`src/rtl/twi_master.sv`:
```
// twi_master: single-register I2C write/read master for board device setup.
// Open-drain SDA/SCL drives sequenced in four-quarter bus slots.
`timescale 1ns/1ps
module twi_master #(
    parameter int unsigned CLK_DIV = 250
) (
    input  logic       i_system_clk,
    input  logic       i_system_rst,
    input  logic       i_start,
    input  logic       i_rnw,
    input  logic [6:0] i_dev_addr,
    input  logic [7:0] i_reg_addr,
    input  logic [7:0] i_wdata,
    output logic [7:0] o_rdata,
    output logic       o_busy,
    output logic       o_done,
    output logic       o_ack_err,
    input  logic       i_sda,
    output logic       o_sda,
    input  logic       i_scl,
    output logic       o_scl
);

    typedef enum logic [2:0] {
        IDLE, START, TX_BIT, RX_ACK, RSTART, RX_BIT, TX_NACK, STOP
    } state_t;

    localparam logic [15:0] CNT_MAX = 16'(CLK_DIV - 1);

    localparam logic [1:0] SEL_AW   = 2'd0;
    localparam logic [1:0] SEL_REG  = 2'd1;
    localparam logic [1:0] SEL_DATA = 2'd2;
    localparam logic [1:0] SEL_AR   = 2'd3;

    state_t      state;
    logic [1:0]  q;
    logic [15:0] cnt;
    logic [2:0]  bit_cnt;
    logic [1:0]  byte_sel;
    logic [7:0]  tx_byte;
    logic [7:0]  rx_sh;
    logic [7:0]  reg_q;
    logic [7:0]  wdata_q;
    logic [6:0]  dev_q;
    logic        rnw_q;
    logic        sda_smp;

    // Pin levels {sda, scl} for a given slot type and quarter.
    function automatic logic [1:0] pins(input state_t st,
                                        input logic [1:0] qq,
                                        input logic b);
        logic [1:0] p;
        p = 2'b11;
        unique case (st)
            IDLE:    p = 2'b11;
            START:   p = {~qq[1], qq != 2'd3};
            RSTART:  p = {~qq[1], qq == 2'd1 || qq == 2'd2};
            STOP:    p = {qq[1], qq != 2'd0};
            TX_BIT:  p = {b, qq[1]};
            RX_ACK:  p = {1'b1, qq[1]};
            RX_BIT:  p = {1'b1, qq[1]};
            TX_NACK: p = {1'b1, qq[1]};
        endcase
        return p;
    endfunction

    always_ff @(posedge i_system_clk or posedge i_system_rst) begin
        if (i_system_rst) begin
            state     <= IDLE;
            q         <= 2'd0;
            cnt       <= '0;
            bit_cnt   <= '0;
            byte_sel  <= SEL_AW;
            tx_byte   <= '0;
            rx_sh     <= '0;
            reg_q     <= '0;
            wdata_q   <= '0;
            dev_q     <= '0;
            rnw_q     <= 1'b0;
            sda_smp   <= 1'b1;
            o_rdata   <= '0;
            o_busy    <= 1'b0;
            o_done    <= 1'b0;
            o_ack_err <= 1'b0;
            o_sda     <= 1'b1;
            o_scl     <= 1'b1;
        end else begin
            o_done <= 1'b0;
            if (state == IDLE) begin
                if (i_start) begin
                    rnw_q     <= i_rnw;
                    dev_q     <= i_dev_addr;
                    reg_q     <= i_reg_addr;
                    wdata_q   <= i_wdata;
                    tx_byte   <= {i_dev_addr, 1'b0};
                    byte_sel  <= SEL_AW;
                    bit_cnt   <= '0;
                    q         <= 2'd0;
                    cnt       <= '0;
                    o_busy    <= 1'b1;
                    o_ack_err <= 1'b0;
                    state     <= START;
                    {o_sda, o_scl} <= pins(START, 2'd0, 1'b1);
                end
            end else if (q == 2'd2 && !i_scl) begin
                // slave stretching: q2 only counts once SCL is seen high
                cnt <= '0;
            end else if (cnt != CNT_MAX) begin
                cnt <= cnt + 16'd1;
            end else begin
                cnt <= '0;
                if (q == 2'd2) begin
                    sda_smp <= i_sda;
                    if (state == RX_BIT)
                        rx_sh <= {rx_sh[6:0], i_sda};
                end
                if (q != 2'd3) begin
                    q <= q + 2'd1;
                    {o_sda, o_scl} <= pins(state, q + 2'd1, tx_byte[7]);
                end else begin
                    q <= 2'd0;
                    unique case (state)
                        START: begin
                            state <= TX_BIT;
                            {o_sda, o_scl} <= {tx_byte[7], 1'b0};
                        end
                        RSTART: begin
                            state    <= TX_BIT;
                            tx_byte  <= {dev_q, 1'b1};
                            byte_sel <= SEL_AR;
                            {o_sda, o_scl} <= {dev_q[6], 1'b0};
                        end
                        TX_BIT: begin
                            bit_cnt <= bit_cnt + 3'd1;
                            if (bit_cnt == 3'd7) begin
                                state <= RX_ACK;
                                {o_sda, o_scl} <= 2'b10;
                            end else begin
                                tx_byte <= {tx_byte[6:0], 1'b0};
                                {o_sda, o_scl} <= {tx_byte[6], 1'b0};
                            end
                        end
                        RX_ACK: begin
                            if (sda_smp) begin
                                o_ack_err <= 1'b1;
                                state     <= STOP;
                                {o_sda, o_scl} <= 2'b00;
                            end else begin
                                unique case (byte_sel)
                                    SEL_AW: begin
                                        state    <= TX_BIT;
                                        tx_byte  <= reg_q;
                                        byte_sel <= SEL_REG;
                                        {o_sda, o_scl} <= {reg_q[7], 1'b0};
                                    end
                                    SEL_REG: begin
                                        if (rnw_q) begin
                                            state <= RSTART;
                                            {o_sda, o_scl} <= 2'b10;
                                        end else begin
                                            state    <= TX_BIT;
                                            tx_byte  <= wdata_q;
                                            byte_sel <= SEL_DATA;
                                            {o_sda, o_scl} <= {wdata_q[7], 1'b0};
                                        end
                                    end
                                    SEL_DATA: begin
                                        state <= STOP;
                                        {o_sda, o_scl} <= 2'b00;
                                    end
                                    SEL_AR: begin
                                        state <= RX_BIT;
                                        {o_sda, o_scl} <= 2'b10;
                                    end
                                endcase
                            end
                        end
                        RX_BIT: begin
                            bit_cnt <= bit_cnt + 3'd1;
                            {o_sda, o_scl} <= 2'b10;
                            if (bit_cnt == 3'd7) begin
                                o_rdata <= rx_sh;
                                state   <= TX_NACK;
                            end
                        end
                        TX_NACK: begin
                            state <= STOP;
                            {o_sda, o_scl} <= 2'b00;
                        end
                        STOP: begin
                            state  <= IDLE;
                            o_busy <= 1'b0;
                            o_done <= 1'b1;
                            {o_sda, o_scl} <= 2'b11;
                        end
                        IDLE: begin
                            state <= IDLE;
                        end
                    endcase
                end
            end
        end
    end

endmodule

```
`config.mk`:
```
export PLATFORM = sky130hd
export DESIGN_NAME = twi_master
export DESIGN_NICKNAME = d
export VERILOG_FILES = /design/src/rtl/twi_master.sv
export SDC_FILE = /design/constraint.sdc
export NUM_CORES = 1
export LEC_CHECK = 0
export ABC_AREA = 1
export CAP_MARGIN = 10
export CORE_ASPECT_RATIO = 0.5
export CORE_MARGIN = 5
export CORE_UTILIZATION = 45
export DETAILED_ROUTE_END_ITERATION = 10
export PLACE_DENSITY = 0.67
export SLEW_MARGIN = 20
export SYNTH_ARGS = -nofsm -noshare
export SYNTH_HDL_FRONTEND = slang
export SYNTH_SLANG_ARGS = --single-unit
```
`constraint.sdc`:
```
create_clock -name i_system_clk -period 5.02 [get_ports i_system_clk]
set_input_delay 1.004 -clock i_system_clk [delete_from_list [all_inputs] [get_ports i_system_clk]]
set_output_delay 1.004 -clock i_system_clk [all_outputs]
set_load 0.005 [all_outputs]
```
### Yosys cells after proc, flatten, opt, wreduce, memory -nomap -nowiden

Index checks and enable logic that the tools add are counted.

| storage, ports and cells | value |
|---|---|
| output and inout port bits | 13 |
| register bits after elaboration | 80 |
| input bits | 29 |
| word-level logic and storage cells | 165 |

| cells by class | value |
|---|---|
| add/sub/neg operators | 3 |
| equal/unequal tests | 27 |
| reduce and logical (&&, ||, !) cells | 33 |
| muxes and demuxes | 79 |
| bitwise gates (word level) | 5 |

Operators by type and width:

| operator | count |
|---|---|
| 16-bit two-way mux | 4 |
| 8-bit two-way mux | 8 |
| 3-bit two-way mux | 15 |
| 1-bit two-way mux | 31 |
| 8-bit one-hot mux with 3 select lines | 1 |
| 2-bit two-way mux | 11 |
| 3-bit one-hot mux with 6 select lines | 1 |
| 6-bit AND reduction | 3 |
| 16-bit by 1-bit adder with 16-bit output, second input constant | 1 |
| 16-bit by 8-bit != test with 1-bit output, second input constant | 1 |
| 8-bit one-hot mux with 2 select lines | 1 |
| 3-bit equality test, second input constant | 5 |
| 5-bit AND reduction | 3 |
| 2-bit != test, second input constant | 6 |
| 3-bit one-hot mux with 4 select lines | 1 |
| 4-bit AND reduction | 3 |
| 2-bit one-hot mux with 5 select lines | 1 |
| 2-bit nonzero test | 5 |
| 3-bit != test, second input constant | 3 |
| 9-bit AND reduction | 1 |
| 2-bit equality test, second input constant | 4 |
| 2-bit one-hot mux with 2 select lines | 2 |
| 8-bit AND reduction | 1 |
| 8-bit nonzero test | 1 |
| 26 further kinds | 34 |

### Logic depth before layout (Yosys ltp)

| logic depth | value |
|---|---|
| depth after elaboration | 9 |
| gate-level depth with buffers | 12 |
| gate-level depth less buffers | 11 |

### Least setup slack after synthesis

No wires, ideal clock.

| timing path | value |
|---|---|
| kind | input-to-reg |
| start point | input i_scl |
| end point | register rx_sh[1] |
| buffers on the path | 1 |
| slack | 3076 ps |
| data arrival time | 1824 ps |
| library setup time | 119 ps |
| cell stages on the path | 8 |
| required time | 4901 ps |
| cells stage by stage | nor2_1 -> a21oi_2 -> nand3_4 -> inv_4 -> nand3_2 -> buf_6 -> nand2_1 -> o21ai_2 |

| between the ends | value |
|---|---|
| word-level cells in the longest chain between the ends | 4 |

Ends and longest elaborated chain:

| what | RTL line | source |
|---|---|---|
| from (decl) | 20 | `input logic i_scl,` |
| 1-bit logical NOT | 105 | `end else if (q == 2'd2 && !i_scl) begin` |
| 1-bit logical AND | 105 |  |
| 1-bit inverter (no source line) | - |  |
| 5-bit AND reduction (no source line) | - |  |
| to (signal assigned) | 115 | `rx_sh <= {rx_sh[6:0], i_sda};` |
| to (decl) | 41 | `logic [7:0] rx_sh;` |

No other way between the ends.
A chain may end at the register's enable or synchronous reset.

### Final worst setup path

| timing path | value |
|---|---|
| start point | register state[1] |
| end point | register tx_byte[6] |

| between the ends | value |
|---|---|
| word-level cells in the longest chain between the ends | 6 |
| elaborated cells on any way between the ends | 19 |
| classes of those cells | eq/ne (11); mux (5); reduce/logical (3) |

Ends and longest elaborated chain:

| what | RTL line | source |
|---|---|---|
| from (decl) | 35 | `state_t state;` |
| from (signal assigned) | 69 | `state <= IDLE;` |
| from (signal assigned) | 102 | `state <= START;` |
| from (signal assigned) | 124 | `state <= TX_BIT;` |
| 3-bit by 2-bit equality test with 1-bit output or 3-bit equality test (tied branches) | 122 | `unique case (state)` |
| 8-bit one-hot mux with 3 select lines | 122 |  |
| 8-bit two-way mux | 117 | `if (q != 2'd3) begin` |
| 8-bit two-way mux | 108 | `end else if (cnt != CNT_MAX) begin` |
| 8-bit two-way mux | 105 |  |
| 8-bit two-way mux | 89 | `if (state == IDLE) begin` |
| to (signal assigned) | 95 | `tx_byte <= {i_dev_addr, 1'b0};` |
| to (signal assigned) | 129 | `tx_byte <= {dev_q, 1'b1};` |
| to (signal assigned) | 139 | `tx_byte <= {tx_byte[6:0], 1'b0};` |
| to (decl) | 40 | `logic [7:0] tx_byte;` |

Parallel ways exist; a longest one is shown, timed or not. The select of a mux whose other input is x is not followed.

==> impl_metrics.ini <==
[floorplan]
die_w_um = 150
die-area_um2 = 12000
io-pin-count = 42
start_util_pct = 46.4
placementRows = 25
floorplan.die.height_um = 80.1
fp.coreArea_um2 = 9510

[sta]
fmaxAchievable_mhz = 396
worst-slew-pin-transition_ns = 0.822
report.final.hold_viol_count = 0
final_max_slew_viol_count = 0
final.setup.tns_ns = 0
post-route-min-period_ns = 2.53
timing.final.ws_setup_ns = 2.49
finalSetupViolations = 0
finClkSkew_ns = 0.00463
rsz0062_at_grt = false
finalCritPeriodShare_pct = 50.3
fin_worst_hold_slack_ns = 0.473
slew_headroom_pct = 45.2

[cts]
cts_setup_buffers = 0
hold_buffers = 0
clock_insertion_delay_worst_skew_ns = 0.34
tritoncts_clock_tree = built
cts_buffer_depth = 2
clock_tree.root_cell = sky130_fd_sc_hd__clkbuf_16
clock-sinks = 80
tritoncts_buffers = 9
post_cts_resized = 0
cts.reportedPaths.clkPinSlew_ns = 0.06
cts-htree-levels = 3

[cells_and_area]
fin_util_pct = 54.7
n_antenna_cell = 0
drive_gt1_share_pct = 15.0
synthToLayoutAreaGrowth_pct = 17.8
fillers = 898
fin_nets = 623

[synth]
post_synth_inst_count = 548
synthDominantCellAreaShare_pct = 43.6
postSynthNetCount = 583
synth_area_leader_cell = sky130_fd_sc_hd__dfrtp_1
syn_avg_cell_area_um2 = 8.06
synth.top_cells.by_area = sky130_fd_sc_hd__dfrtp_1 44%, sky130_fd_sc_hd__nand2_1 14%, sky130_fd_sc_hd__nand3_1 5.7%
post_synth_num_cell_types = 38
synth_seq_cells = 80
synthesis.area_um2 = 4420
synth.yosys.seq_area_share_pct = 45.4
yosysWarningCount = 0

[route]
postRouteAntennaNets = 0
detail_route.wirelength_um = 9440
initialDrtViolationCount = 191
detail_route.first_pass.iterations = 6
drc = 0
routed-via-count = 3634
avgRoutedWirePerCell_um = 13.0
vias_per_cell = 4.99

[power]
post-layout-total-power_mw = 2.70
total_switching_power_mw = 1.05
netSwitchingFraction_pct = 39.1
p_leak_nw = 2.47
combinationalPowerShare_pct = 39.0
cellPowerDensity_nw_per_um2 = 518
power_frac_seq_pct = 36.3
power_report.internal_total_mw = 1.64
power_frac_clock_pct = 24.7
vdd_ir_drop_max_v = 0.000213

[outcome]
outcome = finished clean

[critical_path]
worstSetupStartpointType = flop
worst-endpoint-required_ns = 5.24
type_of_the_worst_setup_path = flop to flop
worst_ep_arrival_time_ns = 2.75
setup.worst_path.end_class = flop
timing.critical_path.fanout_max = 30

[grt]
grt_max_degree = 49
global_route.usage.total_pct = 16.8
antenna_found_initial = 0
grt_pass1_wl_um = 16200
grt_pass1_vias = 3468
grt-ovfl-total = 0

[flow_run]
timing.max_cap.violations = 0

[min_path]
hold_path_class = flop to flop

[place]
pre_cts_slack_ns = 2.14
portBuffers = 41
place_congestion = 0.867
hpwlAfterDp_um = 6790
-- state kept, by name, summed over array words and instances, names as in the netlist, 3 cells and up --
name     count
o_rdata      8
bit_cnt      3
tx_byte      8
state        3
reg_q        8
rx_sh        8
cnt         16
dev_q        7
wdata_q      8
-- power by group through the flow --
stage	Clock, mW	Combinational [mW]	Sequential, mW
detailed placement	0	1.05	0.987
CTS	0.680	1.06	0.978
finish	0.667	1.05	0.979
global placement	0	1.03	0.986
global route	0.708	1.20	1.00
floorplan	0	0.910	0.918
-- final timing paths --
kind | start | end | slack [ns] | cells after the start
hold reg to reg | o_rdata[7] | o_rdata[7] | 0.47 | 2
min in group asynchronous | i_system_rst | o_rdata[3] | 1.13 | 2
setup reg to reg | state[1] | tx_byte[6] | 2.49 | 8
hold / removal | o_rdata[7] | o_rdata[7] | 0.47 | 2
setup / recovery | state[1] | tx_byte[6] | 2.49 | 8
max in group asynchronous | i_system_rst | sda_smp | 2.95 | 3
-- worst max-delay path, stage by stage, from the launching register on --
cell and delay, ns:
sky130_fd_sc_hd__dfrtp_1 0.54, sky130_fd_sc_hd__inv_4 0.17, sky130_fd_sc_hd__nand2_4 0.08, sky130_fd_sc_hd__nor2_4 0.32, sky130_fd_sc_hd__nand2_2 0.52, sky130_fd_sc_hd__nand2_2 0.39, sky130_fd_sc_hd__nand3_2 0.22, sky130_fd_sc_hd__nand2_1 0.11
sky130_fd_sc_hd__nand2_1 0.06
-- layer usage --
layer / global-route usage (%) / share of wire (%) / routed length (um) / up-vias
met3: 3.72 / 4.9 / 464 / 11
li1: - / - / - / 1843
met4: 5.75 / 1.7 / 160 / 0
met1: 22.0 / 47 / 4470 / 1691
met5: 0 / 0 / 0 / -
met2: 27.8 / 46 / 4340 / 89
-- cells by family after synthesis --
logic type	synth area share, %
AND/OR/NAND/NOR	31.2
flip-flops	45.4
buffers and inverters	7.34
AO/OA/AOI/OAI	7.22
multiplexers	6.29
adder cells (fa/ha/maj)	1.70
XOR/XNOR	0.793
-- synth_stat cells --
cell type,count
sky130_fd_sc_hd__nor2_2,4
sky130_fd_sc_hd__inv_2,7
sky130_fd_sc_hd__o31ai_1,1
sky130_fd_sc_hd__dfstp_2,3
sky130_fd_sc_hd__inv_4,2
sky130_fd_sc_hd__nor4_1,1
sky130_fd_sc_hd__buf_6,6
sky130_fd_sc_hd__buf_4,3
sky130_fd_sc_hd__nand2_1,169
sky130_fd_sc_hd__nand3_2,2
sky130_fd_sc_hd__buf_2,3
sky130_fd_sc_hd__nand3b_1,1
sky130_fd_sc_hd__nand4_1,7
sky130_fd_sc_hd__o21ai_2,15
sky130_fd_sc_hd__nor2_1,56
sky130_fd_sc_hd__inv_1,47
sky130_fd_sc_hd__nor3_1,10
sky130_fd_sc_hd__nand3_4,1
sky130_fd_sc_hd__clkbuf_1,1
sky130_fd_sc_hd__mux2_2,18
sky130_fd_sc_hd__dfrtp_1,77
sky130_fd_sc_hd__a21oi_1,10
sky130_fd_sc_hd__nand2_2,9
sky130_fd_sc_hd__ha_1,6
sky130_fd_sc_hd__or2_1,2
sky130_fd_sc_hd__o211ai_1,1
sky130_fd_sc_hd__o21ai_1,1
sky130_fd_sc_hd__xor2_1,3
sky130_fd_sc_hd__nand2_4,1
sky130_fd_sc_hd__o21ai_0,17
sky130_fd_sc_hd__and2_1,1
sky130_fd_sc_hd__and3_1,1
sky130_fd_sc_hd__a21oi_2,2
sky130_fd_sc_hd__nor2_4,2
sky130_fd_sc_hd__nand3_1,50
sky130_fd_sc_hd__xnor2_1,1
sky130_fd_sc_hd__mux2_4,5
sky130_fd_sc_hd__a21boi_0,2
-- cells in the final DEF (no fill, tap or decap), types with 2 or more instances in the layout --
| cell type | synthesis | final |
|---|---|---|
| sky130_fd_sc_hd__a21boi_0 | 2 | 2 |
| sky130_fd_sc_hd__o21ai_0 | 17 | 17 |
| sky130_fd_sc_hd__nor3_1 | 10 | 10 |
| sky130_fd_sc_hd__clkbuf_8 | 0 | 2 |
| sky130_fd_sc_hd__nand2_1 | 169 | 169 |
| sky130_fd_sc_hd__mux2_2 | 18 | 18 |
| sky130_fd_sc_hd__dfrtp_1 | 77 | 77 |
| sky130_fd_sc_hd__clkinv_2 | 0 | 3 |
| sky130_fd_sc_hd__mux2_4 | 5 | 5 |
| sky130_fd_sc_hd__nor2_1 | 56 | 56 |
| sky130_fd_sc_hd__or2_1 | 2 | 2 |
| sky130_fd_sc_hd__nand3_1 | 50 | 50 |
| sky130_fd_sc_hd__inv_1 | 47 | 46 |
| sky130_fd_sc_hd__nor2_4 | 2 | 2 |
| sky130_fd_sc_hd__o21ai_2 | 15 | 15 |
| sky130_fd_sc_hd__clkbuf_16 | 0 | 9 |
| sky130_fd_sc_hd__inv_2 | 7 | 7 |
| sky130_fd_sc_hd__nand3_2 | 2 | 2 |
| sky130_fd_sc_hd__nand4_1 | 7 | 7 |
| sky130_fd_sc_hd__dfstp_2 | 3 | 3 |
| sky130_fd_sc_hd__inv_4 | 2 | 2 |
| sky130_fd_sc_hd__nor2_2 | 4 | 4 |
| sky130_fd_sc_hd__ha_1 | 6 | 6 |
| sky130_fd_sc_hd__clkinvlp_4 | 0 | 2 |
| sky130_fd_sc_hd__xor2_1 | 3 | 3 |
| sky130_fd_sc_hd__nand2_2 | 9 | 9 |
| sky130_fd_sc_hd__clkdlybuf4s50_1 | 0 | 41 |
| sky130_fd_sc_hd__a21oi_2 | 2 | 2 |
| sky130_fd_sc_hd__a21oi_1 | 10 | 10 |
-- through the flow --
stage | cells | cell area [um^2]
after floorplan | 548 | 4420
after global placement | 712 | 4900
after detailed placement | 712 | 4900
after CTS | 728 | 5200
after global routing | 728 | 5200
final | 728 | 5200
-- area by class of cell --
type | count | area (um^2) | share of cell area, %
multi-input cells | 399 | 2090 | 40.1
flip-flops and latches | 80 | 2010 | 38.5
repair buffers | 42 | 418 | 8.03
clock buffers | 11 | 253 | 4.86
inverters | 56 | 216 | 4.16
well taps | 135 | 169 | 3.25
clock inverters | 5 | 55.1 | 1.06
(Power assumes the default switching activity.)
